$ cat src/rtl/kl10_diag_pkg.sv
// Shared DIAG function codes, FSM state encoding and hold-count helper for the CRA diagnostic initiator.
package kl10_diag_pkg;

  localparam logic [8:0] DIAG_LDADR_LO = 9'o051;
  localparam logic [8:0] DIAG_LDADR_HI = 9'o052;
  localparam logic [8:0] DIAG_RD_BASE  = 9'o140;

  typedef enum logic [3:0] {
    IDLE    = 4'd0,
    W51_SET = 4'd1,
    W51_STB = 4'd2,
    W52_SET = 4'd3,
    W52_STB = 4'd4,
    R_SET   = 4'd5,
    R_WAIT  = 4'd6,
    R_CAP   = 4'd7,
    DONE    = 4'd8
  } diag_state_e;

  // A hold of N clocks loads N-1 so that the counter reaching zero ends the hold; 0 still holds one clock.
  function automatic int hold_load(input int n);
    return (n == 0) ? 0 : n - 1;
  endfunction

endpackage

$ cat src/rtl/cra_diag_master_if.sv
// Command/response and EBUS diagnostic signal bundle for cra_diag_master.
interface cra_diag_master_if;
  // A command transfers on a clock where cmdValid and cmdReady are both high; cmdReady stays low
  // until the cycle after the rspValid pulse, and cmdValid while busy is simply ignored.
  logic        cmdValid;
  logic        cmdReady;
  logic        cmdRead;
  logic [0:10] cmdAdr;
  logic [0:2]  cmdSel;
  logic        rspValid;
  logic [0:5]  rspData;
  logic        errTimeout;
  logic        errVerify;
  logic [0:8]  diagFunc;
  logic        diagStrobe;
  logic [0:35] ebusOut;
  logic        ebusDriveEn;
  logic [0:35] EBUS;
  logic        CRAdrivingEBUS;

  modport master (
    input  cmdValid, cmdRead, cmdAdr, cmdSel, EBUS, CRAdrivingEBUS,
    output cmdReady, rspValid, rspData, errTimeout, errVerify,
           diagFunc, diagStrobe, ebusOut, ebusDriveEn
  );

  modport slave (
    output cmdValid, cmdRead, cmdAdr, cmdSel, EBUS, CRAdrivingEBUS,
    input  cmdReady, rspValid, rspData, errTimeout, errVerify,
           diagFunc, diagStrobe, ebusOut, ebusDriveEn
  );
endinterface

$ cat src/rtl/diag_hold_timer.sv
// Loadable saturating down-counter; done is high while the count sits at zero.
module diag_hold_timer #(
  parameter int W = 8
) (
  input  logic         clk,
  input  logic         rst_n,
  input  logic         load,
  input  logic [W-1:0] load_val,
  output logic         done
);

  logic [W-1:0] cnt_q, cnt_d;

  always_comb begin
    cnt_d = cnt_q;
    if (load)              cnt_d = load_val;
    else if (cnt_q != '0)  cnt_d = cnt_q - W'(1);
  end

  always_ff @(posedge clk or negedge rst_n) begin
    if (!rst_n) cnt_q <= '0;
    else        cnt_q <= cnt_d;
  end

  assign done = (cnt_q == '0);

endmodule

$ cat src/rtl/cra_diag_master.sv
// EBUS diagnostic initiator: loads the CRAM diag address (DIAG 051/052) and reads CRA status (DIAG 14x).
// Optional readback check of the loaded address is built when CRA_DIAG_VERIFY_EN is defined.
module cra_diag_master
  import kl10_diag_pkg::*;
#(
  parameter int SETTLE_CYCLES  = 4,
  parameter int TIMEOUT_CYCLES = 255
) (
  input  logic                 clk,
  input  logic                 rst_n,
  cra_diag_master_if.master    bus,
  output logic [3:0]           dbg_state
);

  localparam int MAX_HOLD = (SETTLE_CYCLES > TIMEOUT_CYCLES) ? SETTLE_CYCLES : TIMEOUT_CYCLES;
  localparam int CNT_W    = (MAX_HOLD < 1) ? 1 : $clog2(MAX_HOLD + 1);
  localparam logic [CNT_W-1:0] SETTLE_LD = CNT_W'(hold_load(SETTLE_CYCLES));
  localparam logic [CNT_W-1:0] TMO_LD    = CNT_W'(hold_load(TIMEOUT_CYCLES));

  diag_state_e state_q, state_d;
  logic [0:10] adr_q, adr_d;
  logic [0:2]  sel_q, sel_d;
  logic [0:5]  rsp_data_q, rsp_data_d;
  logic        err_timeout_q, err_timeout_d;
  logic        settle_load, settle_done, tmo_load, tmo_done;
`ifdef CRA_DIAG_VERIFY_EN
  logic        err_verify_q, err_verify_d;
  logic [1:0]  vphase_q, vphase_d;
`endif

  // Two timers: the timeout must keep running while a settle hold restarts inside R_CAP.
  diag_hold_timer #(.W(CNT_W)) u_settle (
    .clk(clk), .rst_n(rst_n), .load(settle_load), .load_val(SETTLE_LD), .done(settle_done)
  );
  diag_hold_timer #(.W(CNT_W)) u_tmo (
    .clk(clk), .rst_n(rst_n), .load(tmo_load), .load_val(TMO_LD), .done(tmo_done)
  );

  always_comb begin
    state_d       = state_q;
    adr_d         = adr_q;
    sel_d         = sel_q;
    rsp_data_d    = rsp_data_q;
    err_timeout_d = err_timeout_q;
    settle_load   = 1'b0;
    tmo_load      = 1'b0;
`ifdef CRA_DIAG_VERIFY_EN
    err_verify_d  = err_verify_q;
    vphase_d      = vphase_q;
`endif
    case (state_q)
      IDLE: if (bus.cmdValid) begin
        adr_d         = bus.cmdAdr;
        sel_d         = bus.cmdSel;
        rsp_data_d    = '0;
        err_timeout_d = 1'b0;
        settle_load   = 1'b1;
        state_d       = bus.cmdRead ? R_SET : W51_SET;
`ifdef CRA_DIAG_VERIFY_EN
        err_verify_d  = 1'b0;
        vphase_d      = 2'd0;
`endif
      end
      W51_SET: if (settle_done) state_d = W51_STB;
      W51_STB: begin
        settle_load = 1'b1;
        state_d     = W52_SET;
      end
      W52_SET: if (settle_done) state_d = W52_STB;
      W52_STB: begin
`ifdef CRA_DIAG_VERIFY_EN
        sel_d       = 3'd4;
        vphase_d    = 2'd1;
        settle_load = 1'b1;
        state_d     = R_SET;
`else
        state_d     = DONE;
`endif
      end
      R_SET: if (settle_done) begin
        tmo_load = 1'b1;
        state_d  = R_WAIT;
      end
      R_WAIT: begin
        if (bus.CRAdrivingEBUS) begin
          settle_load = 1'b1;
          state_d     = R_CAP;
        end else if (tmo_done) begin
          err_timeout_d = 1'b1;
          rsp_data_d    = '0;
          state_d       = DONE;
        end
      end
      R_CAP: begin
        if (!bus.CRAdrivingEBUS) begin
          state_d = R_WAIT;
        end else if (settle_done) begin
`ifdef CRA_DIAG_VERIFY_EN
          case (vphase_q)
            2'd1: begin
              if (bus.EBUS[0:5] != adr_q[5:10]) err_verify_d = 1'b1;
              sel_d       = 3'd5;
              vphase_d    = 2'd2;
              settle_load = 1'b1;
              state_d     = R_SET;
            end
            2'd2: begin
              // EBUS bit 0 carries parity on the 145 readback and is not compared.
              if (bus.EBUS[1:5] != adr_q[0:4]) err_verify_d = 1'b1;
              state_d = DONE;
            end
            default: begin
              rsp_data_d = bus.EBUS[0:5];
              state_d    = DONE;
            end
          endcase
`else
          rsp_data_d = bus.EBUS[0:5];
          state_d    = DONE;
`endif
        end
      end
      DONE:    state_d = IDLE;
      default: state_d = IDLE;
    endcase
  end

  always_ff @(posedge clk or negedge rst_n) begin
    if (!rst_n) begin
      state_q       <= IDLE;
      adr_q         <= '0;
      sel_q         <= '0;
      rsp_data_q    <= '0;
      err_timeout_q <= 1'b0;
    end else begin
      state_q       <= state_d;
      adr_q         <= adr_d;
      sel_q         <= sel_d;
      rsp_data_q    <= rsp_data_d;
      err_timeout_q <= err_timeout_d;
    end
  end

`ifdef CRA_DIAG_VERIFY_EN
  always_ff @(posedge clk or negedge rst_n) begin
    if (!rst_n) begin
      err_verify_q <= 1'b0;
      vphase_q     <= 2'd0;
    end else begin
      err_verify_q <= err_verify_d;
      vphase_q     <= vphase_d;
    end
  end
`endif

  // Bus outputs decode straight from the state register so reset releases them asynchronously.
  always_comb begin
    bus.cmdReady    = (state_q == IDLE);
    bus.rspValid    = (state_q == DONE);
    bus.rspData     = rsp_data_q;
    bus.errTimeout  = err_timeout_q;
`ifdef CRA_DIAG_VERIFY_EN
    bus.errVerify   = err_verify_q;
`else
    bus.errVerify   = 1'b0;
`endif
    bus.diagFunc    = '0;
    bus.diagStrobe  = 1'b0;
    bus.ebusOut     = '0;
    bus.ebusDriveEn = 1'b0;
    case (state_q)
      W51_SET, W51_STB: begin
        bus.diagFunc      = DIAG_LDADR_LO;
        bus.ebusOut[0:5]  = adr_q[5:10];
        bus.ebusDriveEn   = 1'b1;
        bus.diagStrobe    = (state_q == W51_STB);
      end
      W52_SET, W52_STB: begin
        bus.diagFunc      = DIAG_LDADR_HI;
        bus.ebusOut[1:5]  = adr_q[0:4];
        bus.ebusDriveEn   = 1'b1;
        bus.diagStrobe    = (state_q == W52_STB);
      end
      R_SET, R_WAIT, R_CAP: bus.diagFunc = DIAG_RD_BASE | {6'b0, sel_q};
      default: ;
    endcase
  end

  logic unused_ebus;
  assign unused_ebus = ^bus.EBUS[6:35];
  assign dbg_state   = state_q;

endmodule

$ cat src/flat_wrapper.sv
// flat-port wrapper written by rule: the top's interface ports become plain ports
module cra_diag_master_flat import kl10_diag_pkg::*;
#(
  parameter int SETTLE_CYCLES  = 4,
  parameter int TIMEOUT_CYCLES = 255
)
  (clk, rst_n, dbg_state, bus_cmdValid, bus_cmdRead, bus_cmdAdr, bus_cmdSel, bus_EBUS, bus_CRAdrivingEBUS, bus_cmdReady, bus_rspValid, bus_rspData, bus_errTimeout, bus_errVerify, bus_diagFunc, bus_diagStrobe, bus_ebusOut, bus_ebusDriveEn);
  cra_diag_master_if bus_i ();
  input  logic clk;
  input  logic rst_n;
  output logic [3:0] dbg_state;
  input wire logic [$bits(bus_i.cmdValid)-1:0] bus_cmdValid;
  input wire logic [$bits(bus_i.cmdRead)-1:0] bus_cmdRead;
  input wire logic [$bits(bus_i.cmdAdr)-1:0] bus_cmdAdr;
  input wire logic [$bits(bus_i.cmdSel)-1:0] bus_cmdSel;
  input wire logic [$bits(bus_i.EBUS)-1:0] bus_EBUS;
  input wire logic [$bits(bus_i.CRAdrivingEBUS)-1:0] bus_CRAdrivingEBUS;
  output wire logic [$bits(bus_i.cmdReady)-1:0] bus_cmdReady;
  output wire logic [$bits(bus_i.rspValid)-1:0] bus_rspValid;
  output wire logic [$bits(bus_i.rspData)-1:0] bus_rspData;
  output wire logic [$bits(bus_i.errTimeout)-1:0] bus_errTimeout;
  output wire logic [$bits(bus_i.errVerify)-1:0] bus_errVerify;
  output wire logic [$bits(bus_i.diagFunc)-1:0] bus_diagFunc;
  output wire logic [$bits(bus_i.diagStrobe)-1:0] bus_diagStrobe;
  output wire logic [$bits(bus_i.ebusOut)-1:0] bus_ebusOut;
  output wire logic [$bits(bus_i.ebusDriveEn)-1:0] bus_ebusDriveEn;
  assign bus_i.cmdValid = bus_cmdValid;
  assign bus_i.cmdRead = bus_cmdRead;
  assign bus_i.cmdAdr = bus_cmdAdr;
  assign bus_i.cmdSel = bus_cmdSel;
  assign bus_i.EBUS = bus_EBUS;
  assign bus_i.CRAdrivingEBUS = bus_CRAdrivingEBUS;
  assign bus_cmdReady = bus_i.cmdReady;
  assign bus_rspValid = bus_i.rspValid;
  assign bus_rspData = bus_i.rspData;
  assign bus_errTimeout = bus_i.errTimeout;
  assign bus_errVerify = bus_i.errVerify;
  assign bus_diagFunc = bus_i.diagFunc;
  assign bus_diagStrobe = bus_i.diagStrobe;
  assign bus_ebusOut = bus_i.ebusOut;
  assign bus_ebusDriveEn = bus_i.ebusDriveEn;
  cra_diag_master #(.SETTLE_CYCLES(SETTLE_CYCLES), .TIMEOUT_CYCLES(TIMEOUT_CYCLES)) u_core (.clk(clk), .rst_n(rst_n), .bus(bus_i), .dbg_state(dbg_state));
endmodule
$ cat config.mk
export PLATFORM = sky130hd
export DESIGN_NAME = cra_diag_master_flat
export DESIGN_NICKNAME = d
export VERILOG_FILES = /design/src/rtl/kl10_diag_pkg.sv /design/src/rtl/cra_diag_master_if.sv /design/src/rtl/diag_hold_timer.sv /design/src/rtl/cra_diag_master.sv /design/src/flat_wrapper.sv
export SDC_FILE = /design/constraint.sdc
export NUM_CORES = 1
export LEC_CHECK = 0
export ABC_AREA = 1
export BUFFER_PORTS_ARGS = -buffer_cell sky130_fd_sc_hd__buf_2
export CORE_ASPECT_RATIO = 1.25
export CORE_MARGIN = 1
export CORE_UTILIZATION = 38
export DETAILED_ROUTE_END_ITERATION = 8
export HOLD_SLACK_MARGIN = 0.06
export PLACE_DENSITY = 0.67
export SLEW_MARGIN = 10
export SYNTH_ARGS = -nofsm -noshare
export SYNTH_HDL_FRONTEND = slang
export SYNTH_SLANG_ARGS = --single-unit
export TNS_END_PERCENT = 5
$ cat constraint.sdc
create_clock -name clk -period 1.78 [get_ports clk]
set_clock_uncertainty 0.15 [all_clocks]
set_input_delay 0.356 -clock clk [delete_from_list [all_inputs] [get_ports clk]]
set_output_delay 0.356 -clock clk [all_outputs]
set_load 0.01 [all_outputs]
==> reports/summary.txt <==
Post-synth top cells - 75 x nand2_1, 41 x dfrtp_1, 36 x buf_4, 36 x inv_1, 28 x nor2_1
Post-route ant nets - 0
Total negative slack - -1.83 ns
Hpwl dp - 3780 um
Busiest layer in global routing - met2
Final Hold Fails - 0
Final worst setup slack - -0.168 ns
Antenna cells - 0
Met1 Resource Use GR - 20.9%
Initial Util - 40.1%
Primary FF master, synth - dfrtp_1
Die Ht - 93.1 um
Synth Instances - 321
Gate power share - 58.8%
Rows - 32
Vias per std cell - 4.45
Layout cells sized above 1 - 30.9%
Hold WC Path Type - in -> reg
Remaining Overflow, GRT - 0
Total Power - 0.00540 W
IO Port Bufs - 51
Fill cells - 636
Nets - 456
CP endpoint kind - output port
Achievable Freq - 513 MHz
Register bit total from synthesis - 41
CP Depth - 5
Worst VDD drop - 1.08 mV
CP max stage cell - dfrtp_2
Area growth, synth to finish - 21.7%
First-pass GRT wire length - 8800 um
Vias in the first global route - 2014
Worst Path Arrival - 1.44 ns
Rel. slew slack - 64.8%
Crit path max-delay family - flip-flops
Yosys top cell by area - dfrtp_1
CTS tree - built
Reg2Reg Depth - 9
Power density cells - 1760 nW/um2
Wire per inst - 10.6 um
Crit-path max FO - 8
Async SR Flop Fraction - 100%
Critical Path RT - 1.27 ns
Floorplan core area - 6290 um2
Most common cell in the netlist - nand2_1
Unrepaired setup endpoints after global routing - yes
Sequential share of the synthesized area - 40.7%
Largest stage delay, worst path - 0.44 ns
Final setup fails - 16
Ports - 116
Outcome - finished with violations
Post-synth EDFFs - 0
Internal power - 0.00292 W
Remaining DRCs - 0
Register area - 1030 um2
Mean post-synth cell area - 7.86 um2
Final WL - 5100 um
Antenna violations before repair - 0
Mapped Area - 2520 um2
Routability congestion estimate - 0.843
GRT Total Usage - 16.3%
Die Area - 6970 um2
Sequential power share - 29.9%
Top cells by area, synth - dfrtp_1 41%, nand2_1 11%, buf_4 11%, inv_1 5.4%, nor2_1 4.2%
Multi-input logic area - 1230 um2
Die Span X - 74.9 um
CP Buf/Inv Count - 2
Worst-skew pair later-pin latency - 0.30 ns
Critical path class - reg -> out
Min cycle time layout - 1.95 ns
Failing checks - negative setup slack
Max Cap Viol - 0
Post-synth top area share - 40.7%
Met2 Use GR - 26.3%
Drt initial violations - 61
Fin crit share - 109%
Hold path depth - 3
Leakage power - 1.67 nW
Switch share - 45.9%
Inserted Clock Buffers - 5
Synth warn - 0
Worst setup SP type - flip-flop
Clock share of power - 11.3%
Final Non-Filler Cells - 483
First drt pass iteration count - 4
H-tree levels - 2
Critical Path, Cell by Cell - nor2_4 > buf_6 > a21oi_4 > o22ai_1 > buf_2
Pins Over Slew Limit - 0
Switching power total - 0.00248 W
Dpl ws - -0.00918 ns
Placed cells - 467
Worst-Margin Slew - 0.528 ns
Largest net degree at the start of global routing - 42
Longest Clk Path Bufs - 2
Vias - 2149
Clock slew at reported path FFs - 0.08 ns
Clock sinks - 41
Clk root buf - clkbuf_8
Count of cell types in the netlist - 29
GR Util met3 - 4.42%
==> path summary, 6_finish.rpt <==
kind                                                         from                                end  slack, ns
worst max register to register    u_core.dbg_state[1]$_DFFE_PN0P_  u_core.bus.rspData[4]$_DFFE_PN0P_       0.11
max in group asynchronous                                   rst_n    u_core.dbg_state[0]$_DFFE_PN0P_       0.57
worst min-delay path                                bus_cmdSel[0]        u_core.sel_q[2]$_DFFE_PN0P_       0.10
worst max-delay path              u_core.dbg_state[3]$_DFFE_PN0P_                    bus_ebusOut[32]      -0.17
min in group asynchronous                                   rst_n        u_core.adr_q[7]$_DFFE_PN0P_       0.52
worst min register to register  u_core.bus.rspData[2]$_DFFE_PN0P_  u_core.bus.rspData[2]$_DFFE_PN0P_       0.32
==> cell type report <==
type | count | share of cell area (%)
Multi-Input combinational cell | 231 | 40.2
Sequential cell | 41 | 33.5
Timing Repair Buffer | 72 | 14.3
Inverter | 46 | 5.66
Tap cell | 85 | 3.46
Clock buffer | 5 | 2.24
Clock inverter | 3 | 0.570
==> worst reg2reg max path, stage by stage (launching register included) <==
cell and delay (ns):
dfrtp_1 0.44, buf_4 0.17, nor2_4 0.18, nand2_2 0.12
inv_2 0.10, nor2_1 0.07, nand2_4 0.11, nand3_4 0.10
nand2_1 0.07, nand2_1 0.04
==> per-layer routing <==
| metal | part of all wire [%] | vias to the layer above |
|---|---|---|
| met5 | 0 | - |
| met4 | 1.9 | 0 |
| met3 | 6.0 | 9 |
| met2 | 49 | 78 |
| met1 | 43 | 963 |
| li1 | - | 1099 |
==> flip-flops by register name (all words and copies together) (netlist names) <==
signal,count
u_core.adr_q,11
u_core.bus.errTimeout,1
u_core.bus.rspData,6
u_core.dbg_state,4
u_core.sel_q,3
u_core.u_settle.cnt_q,8
u_core.u_tmo.cnt_q,8
==> power by group through the flow <==
stage	sequential, W	combinational, W	clock (W)
2_1_floorplan	0.00163	0.00196	0
4_1_cts	0.00161	0.00316	0.000626
5_1_grt	0.00166	0.00355	0.000659
3_3_place_gp	0.00161	0.00282	0
3_5_place_dp	0.00162	0.00286	0
6_report	0.00162	0.00317	0.000610
==> cells by family after synthesis <==
group                    count (synthesis)  share of synthesized area, %
buffers and inverters                   82                          17.6
AND/OR/NAND/NOR                        158                          31.1
adder cells (fa/ha/maj)                  4                          1.98
AO/OA/AOI/OAI                           31                          7.09
XOR/XNOR                                 4                          1.39
other                                    1                         0.149
flip-flops                              41                          40.7
==> metrics by stage <==
stage	util, %	area, um2	hold slack (ns)
2_1_floorplan	-	2650	-0.0896
3_3_place_gp	45.3	2850	0.303
3_5_place_dp	45.3	2850	0.308
4_1_cts	48.5	3050	0.102
5_1_grt	48.8	3070	0.106
6_report	48.8	3070	0.103
==> placed cells by master, fill, tap and decap left out, types with 3 or more instances in the layout <==
cell type,instances
nand4_1,10
dfrtp_2,3
nand3_1,14
nor3_1,7
buf_6,4
xor2_1,4
nand2_2,7
clkinv_2,3
o211ai_1,4
inv_2,10
dfrtp_1,38
o22ai_1,5
a21oi_1,4
conb_1,34
nor2_4,12
nand2_1,72
clkbuf_8,5
inv_1,35
ha_1,4
o21ai_0,14
nor2_1,25
buf_4,14
nand2_4,3
buf_2,52
==> timing repair <==
action | 4_1_cts | 5_1_grt
hold endpoints to repair | 41 | 0
endpoints found under the setup margin | 15 | 24
hold buffers | 1 | 0
buffers inserted | 5 | 1
pin swaps | 6 | 11
resized for setup | 18 | 5
gates cloned | 1 | 0
(Power assumes the default switching activity.)
